$ cat src/rtl/ahb_resp_mux_if.sv
// Response-path bundle between the AHB-Lite subordinate fabric and the response mux.
// HREADY is the transfer handshake: an address phase is accepted, and a data phase completes, only on an HCLK edge where HREADY = 1; while HREADY = 0 the manager must hold its address/control and everything downstream of the mux holds too.
interface ahb_resp_mux_if #(
  parameter int DATA_WIDTH         = 32,
  parameter int NO_OF_SUBORDINATES = 6
);
  logic [NO_OF_SUBORDINATES-1:0]            HSEL_VEC;
  logic [1:0]                               HTRANS;
  logic [NO_OF_SUBORDINATES*DATA_WIDTH-1:0] HRDATA_S;
  logic [NO_OF_SUBORDINATES-1:0]            HREADYOUT_S;
  logic [NO_OF_SUBORDINATES-1:0]            HRESP_S;
  logic [DATA_WIDTH-1:0]                    HRDATA;
  logic                                     HREADY;
  logic                                     HRESP;
  logic                                     SEL_ERR;
  logic [1:0]                               dflt_state_dbg;

  modport slave (
    input  HSEL_VEC, HTRANS, HRDATA_S, HREADYOUT_S, HRESP_S,
    output HRDATA, HREADY, HRESP, SEL_ERR, dflt_state_dbg
  );

  modport master (
    output HSEL_VEC, HTRANS, HRDATA_S, HREADYOUT_S, HRESP_S,
    input  HRDATA, HREADY, HRESP, SEL_ERR, dflt_state_dbg
  );
endinterface

$ cat src/rtl/ahb_resp_mux.sv
// AHB-Lite response mux with built-in default (unmapped-region) ERROR responder.
// Optional multi-select check enabled by defining AHB_RESP_MUX_ONEHOT_CHK_EN.
module ahb_resp_mux #(
  parameter int DATA_WIDTH         = 32,
  parameter int NO_OF_SUBORDINATES = 6
) (
  input logic           HCLK,
  input logic           HRESETn,
  ahb_resp_mux_if.slave bus
);
  localparam int N = NO_OF_SUBORDINATES;
  localparam logic [N:0] DSEL_DFLT = {1'b1, {N{1'b0}}};

  typedef enum logic [1:0] {
    D_OK   = 2'd0,
    D_ERR1 = 2'd1,
    D_ERR2 = 2'd2
  } dflt_state_e;

  dflt_state_e           state_q, state_d;
  logic [N:0]            dsel_q, dsel_d;
  logic [N-1:0]          sel_pri;
  logic                  any_sel;
  logic                  dflt_ready, dflt_resp;
  logic                  advance;
  logic                  hready, hresp;
  logic [DATA_WIDTH-1:0] hrdata;
  logic                  unused_htrans0;

  assign unused_htrans0 = bus.HTRANS[0];
  assign any_sel        = |bus.HSEL_VEC;

  // Scan high-to-low so the lowest set index is the last (winning) write.
  always_comb begin
    sel_pri = '0;
    for (int i = N - 1; i >= 0; i--) begin
      if (bus.HSEL_VEC[i]) begin
        sel_pri    = '0;
        sel_pri[i] = 1'b1;
      end
    end
  end

  always_comb begin
    dflt_ready = 1'b1;
    dflt_resp  = 1'b0;
    case (state_q)
      D_ERR1: begin
        dflt_ready = 1'b0;
        dflt_resp  = 1'b1;
      end
      D_ERR2:  dflt_resp = 1'b1;
      default: ;
    endcase

    hrdata = '0;
    hready = dflt_ready;
    hresp  = dflt_resp;
    for (int i = 0; i < N; i++) begin
      if (dsel_q[i]) begin
        hrdata = bus.HRDATA_S[i*DATA_WIDTH +: DATA_WIDTH];
        hready = bus.HREADYOUT_S[i];
        hresp  = bus.HRESP_S[i];
      end
    end

    dsel_d = dsel_q;
    if (hready) dsel_d = any_sel ? {1'b0, sel_pri} : DSEL_DFLT;

    // The responder only moves while it owns, or is about to own, the data phase.
    advance = dsel_q[N] | (hready & ~any_sel);
    state_d = state_q;
    if (advance) begin
      case (state_q)
        D_ERR1:  state_d = D_ERR2;
        default: state_d = (hready && !any_sel && bus.HTRANS[1]) ? D_ERR1 : D_OK;
      endcase
    end
  end

  always_ff @(posedge HCLK or negedge HRESETn) begin
    if (!HRESETn) begin
      dsel_q  <= DSEL_DFLT;
      state_q <= D_OK;
    end else begin
      dsel_q  <= dsel_d;
      state_q <= state_d;
    end
  end

  assign bus.HRDATA         = hrdata;
  assign bus.HREADY         = hready;
  assign bus.HRESP          = hresp;
  assign bus.dflt_state_dbg = state_q;

`ifdef AHB_RESP_MUX_ONEHOT_CHK_EN
  localparam logic [N-1:0] ONE = {{(N-1){1'b0}}, 1'b1};
  logic sel_err_q, sel_err_d;

  // v & (v-1) is non-zero exactly when more than one bit is set.
  assign sel_err_d = sel_err_q | (hready & (|(bus.HSEL_VEC & (bus.HSEL_VEC - ONE))));

  always_ff @(posedge HCLK or negedge HRESETn) begin
    if (!HRESETn) sel_err_q <= 1'b0;
    else          sel_err_q <= sel_err_d;
  end

  assign bus.SEL_ERR = sel_err_q;
`else
  assign bus.SEL_ERR = 1'b0;
`endif
endmodule
$ cat src/flat_wrapper.sv
// flat-port wrapper written by rule: the top's interface ports become plain ports
module ahb_resp_mux_flat 
#(
  parameter int DATA_WIDTH         = 32,
  parameter int NO_OF_SUBORDINATES = 6
)
  (HCLK, HRESETn, bus_HSEL_VEC, bus_HTRANS, bus_HRDATA_S, bus_HREADYOUT_S, bus_HRESP_S, bus_HRDATA, bus_HREADY, bus_HRESP, bus_SEL_ERR, bus_dflt_state_dbg);
  ahb_resp_mux_if #(.DATA_WIDTH(DATA_WIDTH), .NO_OF_SUBORDINATES(NO_OF_SUBORDINATES)) bus_i ();
  input logic HCLK;
  input logic HRESETn;
  input wire logic [$bits(bus_i.HSEL_VEC)-1:0] bus_HSEL_VEC;
  input wire logic [$bits(bus_i.HTRANS)-1:0] bus_HTRANS;
  input wire logic [$bits(bus_i.HRDATA_S)-1:0] bus_HRDATA_S;
  input wire logic [$bits(bus_i.HREADYOUT_S)-1:0] bus_HREADYOUT_S;
  input wire logic [$bits(bus_i.HRESP_S)-1:0] bus_HRESP_S;
  output wire logic [$bits(bus_i.HRDATA)-1:0] bus_HRDATA;
  output wire logic [$bits(bus_i.HREADY)-1:0] bus_HREADY;
  output wire logic [$bits(bus_i.HRESP)-1:0] bus_HRESP;
  output wire logic [$bits(bus_i.SEL_ERR)-1:0] bus_SEL_ERR;
  output wire logic [$bits(bus_i.dflt_state_dbg)-1:0] bus_dflt_state_dbg;
  assign bus_i.HSEL_VEC = bus_HSEL_VEC;
  assign bus_i.HTRANS = bus_HTRANS;
  assign bus_i.HRDATA_S = bus_HRDATA_S;
  assign bus_i.HREADYOUT_S = bus_HREADYOUT_S;
  assign bus_i.HRESP_S = bus_HRESP_S;
  assign bus_HRDATA = bus_i.HRDATA;
  assign bus_HREADY = bus_i.HREADY;
  assign bus_HRESP = bus_i.HRESP;
  assign bus_SEL_ERR = bus_i.SEL_ERR;
  assign bus_dflt_state_dbg = bus_i.dflt_state_dbg;
  ahb_resp_mux #(.DATA_WIDTH(DATA_WIDTH), .NO_OF_SUBORDINATES(NO_OF_SUBORDINATES)) u_core (.HCLK(HCLK), .HRESETn(HRESETn), .bus(bus_i));
endmodule
$ cat config.mk
export PLATFORM = sky130hd
export DESIGN_NAME = ahb_resp_mux_flat
export DESIGN_NICKNAME = d
export VERILOG_FILES = /design/src/rtl/ahb_resp_mux_if.sv /design/src/rtl/ahb_resp_mux.sv /design/src/flat_wrapper.sv
export SDC_FILE = /design/constraint.sdc
export NUM_CORES = 1
export LEC_CHECK = 0
export ABC_AREA = 1
export ABC_CLOCK_PERIOD_IN_PS = 2300
export CAP_MARGIN = 10
export CORE_AREA = 2 2 96 98
export CTS_BUF_LIST = sky130_fd_sc_hd__clkbuf_4
export DETAILED_ROUTE_END_ITERATION = 8
export DIE_AREA = 0 0 98 100
export GPL_TIMING_DRIVEN = 0
export PLACE_DENSITY_LB_ADDON = 0.08
export SLEW_MARGIN = 20
export SYNTH_ARGS = -nofsm -noshare
export SYNTH_HDL_FRONTEND = slang
export SYNTH_SLANG_ARGS = --single-unit
$ cat constraint.sdc
create_clock -name HCLK -period 2.3 [get_ports HCLK]
set_input_delay 0.69 -clock HCLK [delete_from_list [all_inputs] [get_ports HCLK]]
set_output_delay 0.69 -clock HCLK [all_outputs]
set_load 0.005 [all_outputs]
==> flow_metrics.env <==
export IMPL_wl_mm=12.39
export IMPL_crit_chain="clkdlybuf4s50_1, a21oi_1, nand2_1, o21ai_1, o21ai_1, nor2_1, o21ai_1, buf_2"
export IMPL_slowest_delay_ns=0.46
export IMPL_cp_arrival_ns=1.79
export IMPL_cts_buffers_inserted=3
export IMPL_rows=35
export IMPL_overflow=0
export IMPL_worst_slew_pin_slew_ns=0.5924
export IMPL_insertion_delay_ns=0.27
export IMPL_critical_path_class="input port to primary output"
export IMPL_post_synth_cell_area_avg_um2=5.005
export IMPL_synthCells=428
export IMPL_vias_per_cell=4.816
export IMPL_io_pins=251
export IMPL_max_cap_viol_count=0
export IMPL_cts_root_buf="clkbuf_4"
export IMPL_dp_hpwl_mm=9.937
export IMPL_fin_cells=803
export IMPL_endpoint_kind="primary output"
export IMPL_synthTopCellsByArea="nand2_1 (28%), o21ai_0 (17%), dfrtp_1 (9.3%), a21oi_1 (8.2%), o21ai_1 (7.5%)"
export IMPL_async_flop_share_pct=100.0
export IMPL_finalMaxSlewViolations=0
export IMPL_wl_per_cell_um=15.43
export IMPL_coreArea_mm2=0.008890
export IMPL_finalHoldViolations=0
export IMPL_grt_pass1_vias=3761
export IMPL_dp_cells=787
export IMPL_cp_start_kind="input port"
export IMPL_nets=907
export IMPL_fmax_ghz=0.4034
export IMPL_antenna_left=0
export IMPL_path_common_cell="o21ai_1"
export IMPL_clk_pin_slew_worst_paths_ns=0.06
export IMPL_grt_usage_pct=23.42
export IMPL_ys_seq_area_share_pct=10.57
export IMPL_ys_flop_type="dfrtp_1"
export IMPL_outcome="complete, but fails checks"
export IMPL_hold_path_class="register to register"
export IMPL_finClkSkew_ns=0.009326
export IMPL_p_per_area_mw_per_mm2=872.6
export IMPL_clock_sinks=9
export IMPL_place_area_mm2=0.004763
export IMPL_finalCriticalPeriod_ns=2.479
export IMPL_cp_max_fo=1
export IMPL_rsz0062_at_grt="yes"
export IMPL_worst_endpoint_required_ns=1.61
export IMPL_ys_types=26
export IMPL_fill_cells=953
export IMPL_die_h_um=100
export IMPL_whs_ns=0.5642
export IMPL_io_buffers=248
export IMPL_grt_antenna_before_repair=1
export IMPL_fin_crit_sh_pct=107.8
export IMPL_synth_nets=643
export IMPL_syn_area_mm2=0.002142
export IMPL_synth_top_area_share_pct=27.86
export IMPL_clockBufferDepth=2
export IMPL_slew_headroom_pct=60.51
export IMPL_synth_ff_latch_count=9
export IMPL_dr_pass1_iters=4
export IMPL_place_ws_ns=-0.7016
export IMPL_die_area_mm2=0.009800
export IMPL_leakage_nw=2.150
export IMPL_drt_initial_drc_count=112
export IMPL_cts_tree="yes"
export IMPL_finalWorstSetupSlack_ns=-0.1791
export IMPL_hold_buffers=0
export IMPL_critical_path_slowest_cell="clkdlybuf4s50_1"
export IMPL_synth_most_common_cell="nand2_1"
export IMPL_violations="setup timing"
export IMPL_vias=3867
export IMPL_setup_viol=34
export IMPL_drc=0
export IMPL_ys_warn_count=0
export IMPL_grt_max_degree=11
export IMPL_ir_worst_vdd_uv=528.4
export IMPL_area_growth_pct=121.8
export IMPL_netlist_top_cells_count="nand2_1 (159), o21ai_0 (72), a21oi_1 (35)"
export IMPL_start_util_pct=24.10
export IMPL_htreeDepth=1
export IMPL_grt_pass1_wl_mm=18.74
export IMPL_synth_edff_count=0
export IMPL_drive_gt1_share_pct=14.04
export IMPL_die_x_um=98
export IMPL_gp_congestion=0.8838
export IMPL_yosys_area_top_type="nand2_1"
export IMPL_final_area_mm2=0.004751
critical path, delay by kind of cell:
kind,cells,cell delay [ns]
compound gates,4,0.39
buf+inv,2,0.59
simple gates,2,0.12
metrics by stage:
step / setup TNS, ns / util, % / power [mW]
6_report: -3.908 / 53.44 / 4.146
5_1_grt: -8.668 / 53.44 / 4.592
4_1_cts: -4.625 / 52.91 / 4.126
3_5_place_dp: -20.39 / 53.58 / 4.063
3_3_place_gp: -20.03 / 53.58 / 4.037
2_1_floorplan: 0 / - / 2.145
sequential cells by signal, summed over array words and instances (netlist names):
register                   flops
u_core.dsel_q                  7
u_core.bus.dflt_state_dbg      2
report_power, final:
group	leakage [nW]	internal [mW]	switching [mW]
Clock	0.0184	0.0787	0.0565
Combinational	2.01	1.84	1.93
Sequential	0.117	0.205	0.0292
final timing paths:
kind	from	endpoint	slack, ns	cells after the start
max	bus_HRDATA_S[59]	bus_HRDATA[27]	-0.18	8
min	u_core.dsel_q[0]	u_core.dsel_q[0]	0.56	2
max reg2reg	u_core.dsel_q[1]	u_core.bus.dflt_state_dbg[1]	0.69	13
min reg2reg	u_core.dsel_q[0]	u_core.dsel_q[0]	0.56	2
max in group asynchronous	HRESETn	u_core.dsel_q[6]	1.29	1
min in group asynchronous	HRESETn	u_core.bus.dflt_state_dbg[1]	0.70	1
kinds of logic (layout without fill, tap and decap cells):
family,after synthesis,after routing,share of synthesized area [%]
compound gates,157,157,38.84
flops,9,9,10.57
simple gates,211,211,39.08
other cells,1,2,0.1751
fa+ha+maj,1,1,0.5840
buf+inv,49,312,10.75
routing by layer:
layer	vias to the layer above	GRT usage, %	wire (um)	share of wire [%]
met1	1711	27.43	4860	39
met3	21	4.248	1069	8.6
li1	1960	-	-	-
met4	0	5.449	263	2.1
met5	-	0	0	0
met2	175	44.20	6194	50
timing repair:
action	in CTS	in global routing
gates cloned	3	0
pin swaps	124	37
endpoints found under the setup margin	34	34
resized for setup	260	13
setup buffers	7	1
area by class of cell:
| cell class | instances | area, um2 | share of cell area, % |
|---|---|---|---|
| multi-input cells | 370 | 1718 | 36.16 |
| plain buffers | 36 | 232.7 | 4.899 |
| repair buffers | 259 | 2351 | 49.49 |
| inverters | 13 | 51.30 | 1.080 |
| flip-flops and latches | 9 | 226.5 | 4.767 |
| well taps | 111 | 138.9 | 2.923 |
| clock buffers | 4 | 30.03 | 0.6321 |
| diodes | 1 | 2.502 | 0.05267 |
placed cells by master (no fill, tap or decap), drive strengths merged:
| master | count |
|---|---|
| dlygate4sd2 | 56 |
| o211ai | 17 |
| a21oi | 36 |
| dfrtp | 8 |
| or2 | 2 |
| clkbuf | 19 |
| inv | 13 |
| dfstp | 1 |
| diode | 1 |
| nand3 | 15 |
| conb | 1 |
| clkdlybuf4s50 | 158 |
| nand3b | 2 |
| o21ai | 104 |
| nor3 | 1 |
| ha | 1 |
| nor2 | 31 |
| buf | 66 |
| nand2 | 160 |
No activity file was read; power rests on OpenSTA's default activity.
